### config.mk
export PLATFORM = sky130hd
export DESIGN_NAME = addsub_accum
export DESIGN_NICKNAME = d
export VERILOG_FILES = /design/src/rtl/addsub_accum.sv
export SDC_FILE = /design/constraint.sdc
export NUM_CORES = 1
export LEC_CHECK = 0
export ABC_AREA = 1
export CORE_ASPECT_RATIO = 0.5
export CORE_UTILIZATION = 60
export DETAILED_ROUTE_END_ITERATION = 7
export DONT_BUFFER_PORTS = 1
export HOLD_SLACK_MARGIN = 0.12
export PLACE_DENSITY = 0.76
export SLEW_MARGIN = 20
export SYNTH_ARGS = -nofsm -noshare
export SYNTH_HDL_FRONTEND = slang
export SYNTH_SLANG_ARGS = --single-unit
### constraint.sdc
create_clock -name clk -period 2.55 [get_ports clk]
set_clock_uncertainty 0.1 [all_clocks]
set_input_delay 0.3825 -clock clk [delete_from_list [all_inputs] [get_ports clk]]
set_output_delay 0.3825 -clock clk [all_outputs]
set_load 0.03 [all_outputs]
### src/rtl/addsub_accum.sv
// addsub_accum: signed add/subtract vector accumulator with valid/ready
// handshakes on both sides.
//
// Operands stream in on the input handshake. Each accepted operand is added
// to, or subtracted from, the running accumulator. The operand flagged
// in_last closes the vector. The result then waits in HOLD until the
// downstream handshake completes. Leaving HOLD clears the accumulator, the
// sticky overflow flag and the element counter.
//
// Parameters:
//   WIDTH  two's-complement width of operands, accumulator and result
//   CNT_W  width of the saturating element counter
//
// Ports:
//   clk        single clock, rising edge
//   rst_n      synchronous active-low reset
//   in_valid   operand available
//   in_ready   block accepts an operand (state ACC)
//   in_data    signed operand
//   in_sub     1 = subtract in_data, 0 = add in_data
//   in_last    operand is the final element of the vector
//   out_valid  vector result available (state HOLD)
//   out_ready  downstream accepts the result
//   out_data   signed vector result
//   out_ovf    sticky overflow seen during the vector
//   out_count  operands accepted in the vector (saturating)
//
// Build option:
//   ADDSUB_ACCUM_SATURATE_EN  clamp the accumulator on overflow instead of
//                             wrapping modulo 2^WIDTH

module addsub_accum #(
  parameter int WIDTH = 16,
  parameter int CNT_W = 8
) (
  input  logic             clk,
  input  logic             rst_n,
  input  logic             in_valid,
  output logic             in_ready,
  input  logic [WIDTH-1:0] in_data,
  input  logic             in_sub,
  input  logic             in_last,
  output logic             out_valid,
  input  logic             out_ready,
  output logic [WIDTH-1:0] out_data,
  output logic             out_ovf,
  output logic [CNT_W-1:0] out_count
);

  typedef enum logic {
    ACC  = 1'b0,
    HOLD = 1'b1
  } state_t;

  localparam logic [CNT_W-1:0] CNT_ONE = {{(CNT_W-1){1'b0}}, 1'b1};
`ifdef ADDSUB_ACCUM_SATURATE_EN
  localparam logic [WIDTH-1:0] MAX_POS = {1'b0, {(WIDTH-1){1'b1}}};
  localparam logic [WIDTH-1:0] MIN_NEG = {1'b1, {(WIDTH-1){1'b0}}};
`endif

  state_t           state, state_nxt;
  logic [WIDTH-1:0] acc, acc_nxt;
  logic             sticky, sticky_nxt;
  logic [CNT_W-1:0] cnt, cnt_nxt;

  logic [WIDTH-1:0] sum;
  logic             op_ovf;
  logic             acc_neg;

  // Datapath: modular add/sub plus overflow detect. Subtract overflow is
  // judged on the original operand signs rather than on the negated operand,
  // so that subtracting the most negative value from acc >= 0 is flagged.
  always_comb begin
    acc_neg = acc[WIDTH-1];
    if (in_sub) begin
      sum    = acc - in_data;
      op_ovf = (acc_neg != in_data[WIDTH-1]) && (sum[WIDTH-1] != acc_neg);
    end else begin
      sum    = acc + in_data;
      op_ovf = (acc_neg == in_data[WIDTH-1]) && (sum[WIDTH-1] != acc_neg);
    end
  end

  // Next-state and next-value logic.
  always_comb begin
    state_nxt  = state;
    acc_nxt    = acc;
    sticky_nxt = sticky;
    cnt_nxt    = cnt;
    case (state)
      ACC: begin
        if (in_valid) begin
`ifdef ADDSUB_ACCUM_SATURATE_EN
          if (op_ovf) begin
            acc_nxt = acc_neg ? MIN_NEG : MAX_POS;
          end else begin
            acc_nxt = sum;
          end
`else
          acc_nxt = sum;
`endif
          sticky_nxt = sticky | op_ovf;
          cnt_nxt    = (cnt == '1) ? cnt : cnt + CNT_ONE;
          if (in_last) begin
            state_nxt = HOLD;
          end
        end
      end
      HOLD: begin
        if (out_ready) begin
          state_nxt  = ACC;
          acc_nxt    = '0;
          sticky_nxt = 1'b0;
          cnt_nxt    = '0;
        end
      end
      default: begin
        state_nxt = ACC;
      end
    endcase
  end

  always_ff @(posedge clk) begin
    if (!rst_n) begin
      state  <= ACC;
      acc    <= '0;
      sticky <= 1'b0;
      cnt    <= '0;
    end else begin
      state  <= state_nxt;
      acc    <= acc_nxt;
      sticky <= sticky_nxt;
      cnt    <= cnt_nxt;
    end
  end

  always_comb begin
    in_ready  = (state == ACC);
    out_valid = (state == HOLD);
    out_data  = acc;
    out_ovf   = sticky;
    out_count = cnt;
  end

endmodule

**Yosys cells after proc, flatten, opt, wreduce, memory -nomap -nowiden**

Cells that the tools add are included.

- Register bits after elaboration: 26
- Input port bits: 22

- Eq/ne operators: 8
- Add/sub/neg operators: 3
- Bitwise gates (word level): 2
- Reductions and logical operators: 4
- Muxes and demuxes: 16

Operators with widths:

| cell | count |
|---|---|
| $mux W16 | 3 |
| $pmux W16 S2 | 1 |
| $mux W8 | 3 |
| $add A16 B16 Y16 | 1 |
| $pmux W8 S2 | 1 |
| $sub A16 B16 Y16 | 1 |
| $add A8 B1 Y8 const B | 1 |
| $eq A8 B8 Y1 const B | 1 |
| $mux W1 | 6 |
| $ne A2 B2 Y1 const B | 3 |
| $pmux W1 S2 | 2 |
| $ne A1 B1 Y1 | 3 |
| $reduce_and A3 Y1 | 1 |
| $logic_and A1 B1 Y1 | 2 |
| $reduce_and A2 Y1 | 1 |
| $eq A1 B1 Y1 | 1 |
| $not A1 Y1 | 1 |
| $or A1 B1 Y1 | 1 |

**Logic depth before layout (Yosys ltp)**

Gate-level depths: netlist of run 1.

- Depth in word-level cells: 7
- Depth in mapped cells: 14
- Gate-level depth less buffers: 14

**Worst setup path after synthesis of run 1**

Ideal clock, no wire load.

- Path type: reg2reg
- From: register acc[0] (netlist: out_data[0])
- To: register acc[12] (netlist: out_data[12])
- Clock period less this slack: 2.025 ns
- Arrival time: 1.806 ns
- Slack: 0.525 ns
- Data required time: 2.331 ns
- Cell stages (with the launch flop): 12
- Library setup time: 0.119 ns
- Cell sequence: dfxtp_1 > inv_1 > ha_1 > fa_1 > o21ai_1 > nand3_1 > nand3_1 > nand2_1 > nand2_1 > nand2_1 > nand3_1 > a21oi_1

- Longest elaborated chain between the ends: 4

Ends and longest elaborated chain:

| what | line | source |
|---|---|---|
| start, declared | 62 | `logic [WIDTH-1:0] acc, acc_nxt;` |
| start signal, assigned | 131 | `acc <= acc_nxt;` |
| $add A16 B16 Y16 / $sub A16 B16 Y16 (equally long branches) | 79, 76 |  |
| $mux W16 * | 75 | `if (in_sub) begin` |
| $mux W16 * | 92 | `if (in_valid) begin` |
| $pmux W16 S2 * | 90 | `case (state)` |

Mark *: on every way between the ends. The rest lies on a longest branch, timed or not. The select of a mux whose other input is x is not followed.
A chain may end at the register's enable or synchronous reset.

**Final worst setup path of run 1**

- From: register acc[0] (netlist: out_data[0])
- To: register acc[8] (netlist: out_data[8])

Same word-level chain as after synthesis.

==> results.json, run 1 <==
{
  "grt_pass1_vias": 2739,
  "multi_input_area_sq_um": 2080,
  "r2r_start": "out_data[0]",
  "cts.htree.levels": 1,
  "path_max_fanout": 4,
  "drtAntennaViolNets": 0,
  "path_clk_slew_ns": 0.12,
  "power.density_nw_per_um2": 495,
  "hold_viol_final": 0,
  "setup_slack_ns": 0.367,
  "fmax_mhz": 458,
  "place.gp.congestion": 1.00,
  "finalMaxSlewViolations": 0,
  "synth_largest_area_cell": "nand2_1",
  "core_sq_um": 4620,
  "required_ns": 2.69,
  "yosysSeqAreaShare_pct": 17.2,
  "min_to": "out_count[0]",
  "port_buffers": 0,
  "reg2regPathDepth": 14,
  "synthArstFlopShare_pct": 0,
  "wl_um": 8280,
  "cts_sinks": 26,
  "start_util_pct": 65.4,
  "cts_max_path_buffers": 2,
  "fp.dieW_um": 102,
  "clk_latency_ns": 0.30,
  "drtIter0Drc": 226,
  "die_height_um": 52.2,
  "num_rows": 17,
  "layout-drive-gt1-share_pct": 9.33,
  "overflow": 0,
  "grt_max_degree": 19,
  "dr.pass1.iters": 5,
  "hpwl_um": 6570,
  "vdd_drop_max_v": 0.000304,
  "r2r-end": "out_data[8]",
  "fin_cells": 602,
  "status": "complete, no violations",
  "dp_slack_ns": 0.431,
  "die-area_sq_um": 5340,
  "root_buffer": "clkbuf_8",
  "seq_area_sq_um": 520,
  "rsz0062_at_grt": "no",
  "nNetsFinal": 592,
  "postCtsSetupBuffers": 0,
  "cts_made_buffers": 3,
  "syn_nets": 574,
  "synth.cell_area_sq_um": 3020,
  "cts_tree": "yes",
  "end_kind": "register",
  "drc_errors": 0,
  "setup_viol": 0,
  "crit_type": "register to register",
  "slew-limit-headroom_pct": 69.9,
  "finalSetupTns_ns": 0,
  "drt-vias-per-instance": 5.39,
  "yosysTopAreaCellShare_pct": 20.1,
  "grt_pass1_wl_um": 13000,
  "fin_crit_sh_pct": 85.6,
  "r2r_slack_ns": 0.37,
  "synth_cell_type_count": 36,
  "synth_edf_count": 0,
  "cts_resized": 0,
  "antenna_found_initial": 0,
  "ys.flop_type": "dfxtp_1",
  "avgSynthCellArea_sq_um": 5.82,
  "fillers": 449,
  "mostFrequentLayoutCells": "nand2_1, inv_1, nor2_1, a21oi_1, nand3_1",
  "fin_crit_ns": 2.18,
  "hold_buffers": 1,
  "drv_cap": 0,
  "ioPinCount": 49,
  "antenna_cells": 0,
  "final_common_cell": "nand2_1",
  "synth_cells": 519,
  "tightest_slew_ns": 0.450,
  "arrival_ns": 2.32,
  "syn2layout_area_growth_pct": 8.41,
  "ys_seq_elements": 26,
  "startpoint_type": "register",
  "whs_path_depth": 2,
  "synth.area.top_cells": "nand2_1, dfxtp_1, ha_1",
  "wl_per_cell_um": 13.8,
  "min_from": "rst_n",
  "via_count": 3245,
  "min_path_type": "primary input to register",
  "placed_cells": 597,
  "power.total_mw": 1.62,
  "synth_warnings": 0,
  "track_usage_pct": 32.6,
  "p_leak_nw": 1.79
}
[power breakdown]
group | internal [mW] | switching [mW]
sequential | 0.439 | 0.0259
clock | 0.211 | 0.165
combinational | 0.256 | 0.524
total | 0.905 | 0.716
[per-layer routing]
layer | vias up | wire length (um) | track usage, %
li1 | 1673 | - | -
met1 | 1405 | 4020 | 47.7
met2 | 161 | 3270 | 48.9
met3 | 6 | 955 | 9.07
met4 | 0 | 31 | 3.33
met5 | - | 0 | 0
[critical path, stage by stage (launching register included)]
cell      delay, ns
dfxtp_1        0.32
buf_4          0.17
ha_1           0.21
fa_1           0.42
nand2_1        0.11
nand2_1        0.06
nand3b_1       0.09
nand2_1        0.11
nand2_1        0.08
nand2_1        0.05
nand2_1        0.08
nand2_1        0.05
nand2_1        0.05
nand3_1        0.08
a21oi_1        0.14
[stage by stage]
step	util [%]	hold slack, ns	cell area, sq um
global route	70.9	0.130	3270
detailed placement	69.2	0.421	3190
finish	70.9	0.139	3270
floorplan	-	0.403	3020
CTS	70.9	0.131	3270
global placement	69.2	0.416	3190
[how the worst max path moves through the flow]
stage	cells after the start	from	to	slack, ns
floorplan	11	out_data[0]	out_data[12]	0.52
global placement	14	out_data[0]	out_data[14]	0.47
detailed placement	14	out_data[0]	out_data[8]	0.43
CTS	14	out_data[0]	out_data[8]	0.40
global route	14	out_data[0]	out_data[8]	0.15
finish	14	out_data[0]	out_data[8]	0.37
[Yosys cell counts, types with 2 or more instances]
library cell / count
a211oi_1: 4
a21o_1: 2
a21oi_1: 42
a21oi_2: 4
buf_2: 4
buf_6: 2
dfxtp_1: 26
fa_1: 2
ha_1: 31
inv_1: 87
inv_2: 5
nand2_1: 162
nand2_2: 4
nand3_1: 41
nand3_2: 7
nand3b_1: 2
nand4_1: 7
nor2_1: 46
nor3_1: 5
o211ai_1: 2
o21ai_0: 15
o21ai_1: 3
o21bai_1: 3
[cell type report]
| cell class | instances | share of cell area [%] |
|---|---|---|
| Clock buffer | 3 | 1.26 |
| Clock inverter | 1 | 0.917 |
| Inverter | 94 | 10.9 |
| Multi-Input combinational cell | 390 | 63.4 |
| Sequential cell | 26 | 15.9 |
| Tap cell | 66 | 2.52 |
| Timing Repair Buffer | 22 | 5.12 |
[state kept, by name (all words and copies together) (netlist names)]
signal,flops
out_valid,1
out_count,8
out_ovf,1
out_data,16
[kinds of logic after synthesis]
| group | Yosys count | synth area share, % |
|---|---|---|
| fa+ha+maj | 33 | 14.2 |
| buf+inv | 103 | 14.0 |
| flops | 26 | 17.2 |
| compound gates | 78 | 14.6 |
| simple gates | 279 | 40.0 |
Note: power is estimated with default switching activity, not from simulation.
==> run 2: changes to the inputs <==
--- a/config.mk
+++ b/config.mk
@@ -11,7 +11,9 @@
 export DETAILED_ROUTE_END_ITERATION = 7
 export DONT_BUFFER_PORTS = 1
 export HOLD_SLACK_MARGIN = 0.12
+export MAX_ROUTING_LAYER = met4
 export PLACE_DENSITY = 0.76
+export RECOVER_POWER = 25
 export SLEW_MARGIN = 20
 export SYNTH_ARGS = -nofsm -noshare
 export SYNTH_HDL_FRONTEND = slang
==> results.json, run 2 (synthesized netlist as in run 1, its figures left out) <==
{
  "status": "complete, no violations",
  "required_ns": 2.64,
  "hpwl_um": 6620,
  "power.density_nw_per_um2": 496,
  "cts.htree.levels": 1,
  "core_sq_um": 4620,
  "p_leak_nw": 1.75,
  "power.total_mw": 1.61,
  "cts_resized": 0,
  "p_int_uw": 895,
  "end_kind": "register",
  "tightest_slew_ns": 0.548,
  "timing.critical_path.to": "out_data[12]",
  "fin_crit_sh_pct": 87.7,
  "die_height_um": 52.2,
  "fin_crit_ns": 2.24,
  "r2r-end": "out_data[12]",
  "finalSetupTns_ns": 0,
  "drtIter0Drc": 279,
  "hold_buffers": 1,
  "min_path_type": "primary input to register",
  "comb_power_share_pct": 48.1,
  "wl_um": 8430,
  "slew-limit-headroom_pct": 63.5,
  "num_rows": 17,
  "p_sw_uw": 713,
  "crit_type": "register to register",
  "cts_max_path_buffers": 2,
  "cts_sinks": 26,
  "clk_latency_ns": 0.29,
  "hold_viol_final": 0,
  "r2r_start": "out_data[2]",
  "grt_pass1_wl_um": 13400,
  "overflow": 0,
  "postCtsSetupBuffers": 0,
  "largest_reg_flops": 16,
  "layout-drive-gt1-share_pct": 7.64,
  "drt-vias-per-instance": 5.44,
  "drv_cap": 0,
  "startpoint_type": "register",
  "wl_per_cell_um": 14.0,
  "vdd_drop_max_v": 0.000236,
  "die-area_sq_um": 5340,
  "grt_pass1_vias": 2930,
  "arrival_ns": 2.33,
  "startpoint": "out_data[2]",
  "grt_max_degree": 18,
  "nNetsFinal": 593,
  "pwr-share-clk_pct": 23.0,
  "drc_errors": 0,
  "finalMaxSlewViolations": 0,
  "cts_tree": "yes",
  "ioPinCount": 49,
  "syn2layout_area_growth_pct": 7.42,
  "final_common_cell": "nand2_1",
  "place.gp.congestion": 1.03,
  "r2r_slack_ns": 0.31,
  "antenna_cells": 0,
  "seq_power_share_pct": 28.9,
  "antenna_found_initial": 0,
  "root_buffer": "clkbuf_8",
  "utilization_pct": 70.3,
  "fp.dieW_um": 102,
  "track_usage_pct": 34.1,
  "swShare_pct": 44.3,
  "fmax_mhz": 447,
  "dr.pass1.iters": 6,
  "start_util_pct": 65.4,
  "path_clk_slew_ns": 0.11,
  "setup_viol": 0,
  "rsz0062_at_grt": "no",
  "mostFrequentLayoutCells": "nand2_1, inv_1, nor2_1, a21oi_1, nand3_1",
  "port_buffers": 0,
  "reg2regPathDepth": 11,
  "cts_made_buffers": 3,
  "path_max_fanout": 4,
  "drtAntennaViolNets": 0,
  "via_count": 3283
}
-- run 2: final cells by class --
| cell class | instances | area [sq um] |
|---|---|---|
| Inverter | 94 | 355 |
| Clock inverter | 1 | 30.0 |
| Multi-Input combinational cell | 390 | 2080 |
| Tap cell | 66 | 82.6 |
| Sequential cell | 26 | 520 |
| Clock buffer | 3 | 41.3 |
| Fill cell | 477 | 1370 |
| Timing Repair Buffer | 23 | 138 |
-- run 2: metrics by stage --
| step | instances | setup WS [ns] | hold WS (ns) | cell area [sq um] |
|---|---|---|---|---|
| after CTS | 603 | 0.400 | 0.123 | 3280 |
| after detailed placement | 598 | 0.420 | 0.416 | 3200 |
| after global placement | 598 | 0.451 | 0.417 | 3200 |
| final | 603 | 0.314 | 0.127 | 3240 |
| after global routing | 603 | 0.113 | 0.121 | 3240 |
| after floorplan | 519 | 0.525 | 0.403 | 3020 |
-- run 2: worst min-delay path by stage --
stage / from / endpoint / slack, ns / cells past startpoint
2_1_floorplan: rst_n / out_count[3] / 0.40 / 2
6_report: rst_n / out_count[0] / 0.13 / 2
4_1_cts: rst_n / out_count[0] / 0.12 / 2
3_5_place_dp: rst_n / out_count[3] / 0.42 / 2
5_1_grt: rst_n / out_count[0] / 0.12 / 2
3_3_place_gp: rst_n / out_count[3] / 0.42 / 2
-- run 2: critical path, cell delays in order, from the launching register on --
cell,delay (ns)
dfxtp_1,0.35
clkbuf_1,0.38
ha_1,0.32
nor2_1,0.08
a21oi_1,0.34
nand3_1,0.18
nand3_1,0.12
nand2_1,0.05
nand2_1,0.06
nand2_1,0.05
nand3_1,0.07
a21oi_1,0.06
-- run 2: layer usage --
metal	global-route usage, %	share of wire (%)	vias to the layer above
li1	-	-	1685
met4	4.76	0.57	0
met2	50.9	40	173
met1	47.1	47	1417
met5	-	0	-
met3	9.07	12	8
-- run 2: power groups by stage --
stage / logic [mW] / registers, mW / clock network, mW
global placement: 0.758 / 0.475 / 0
detailed placement: 0.761 / 0.475 / 0
global route: 0.862 / 0.470 / 0.391
CTS: 0.769 / 0.466 / 0.373
finish: 0.774 / 0.465 / 0.369
floorplan: 0.517 / 0.543 / 0
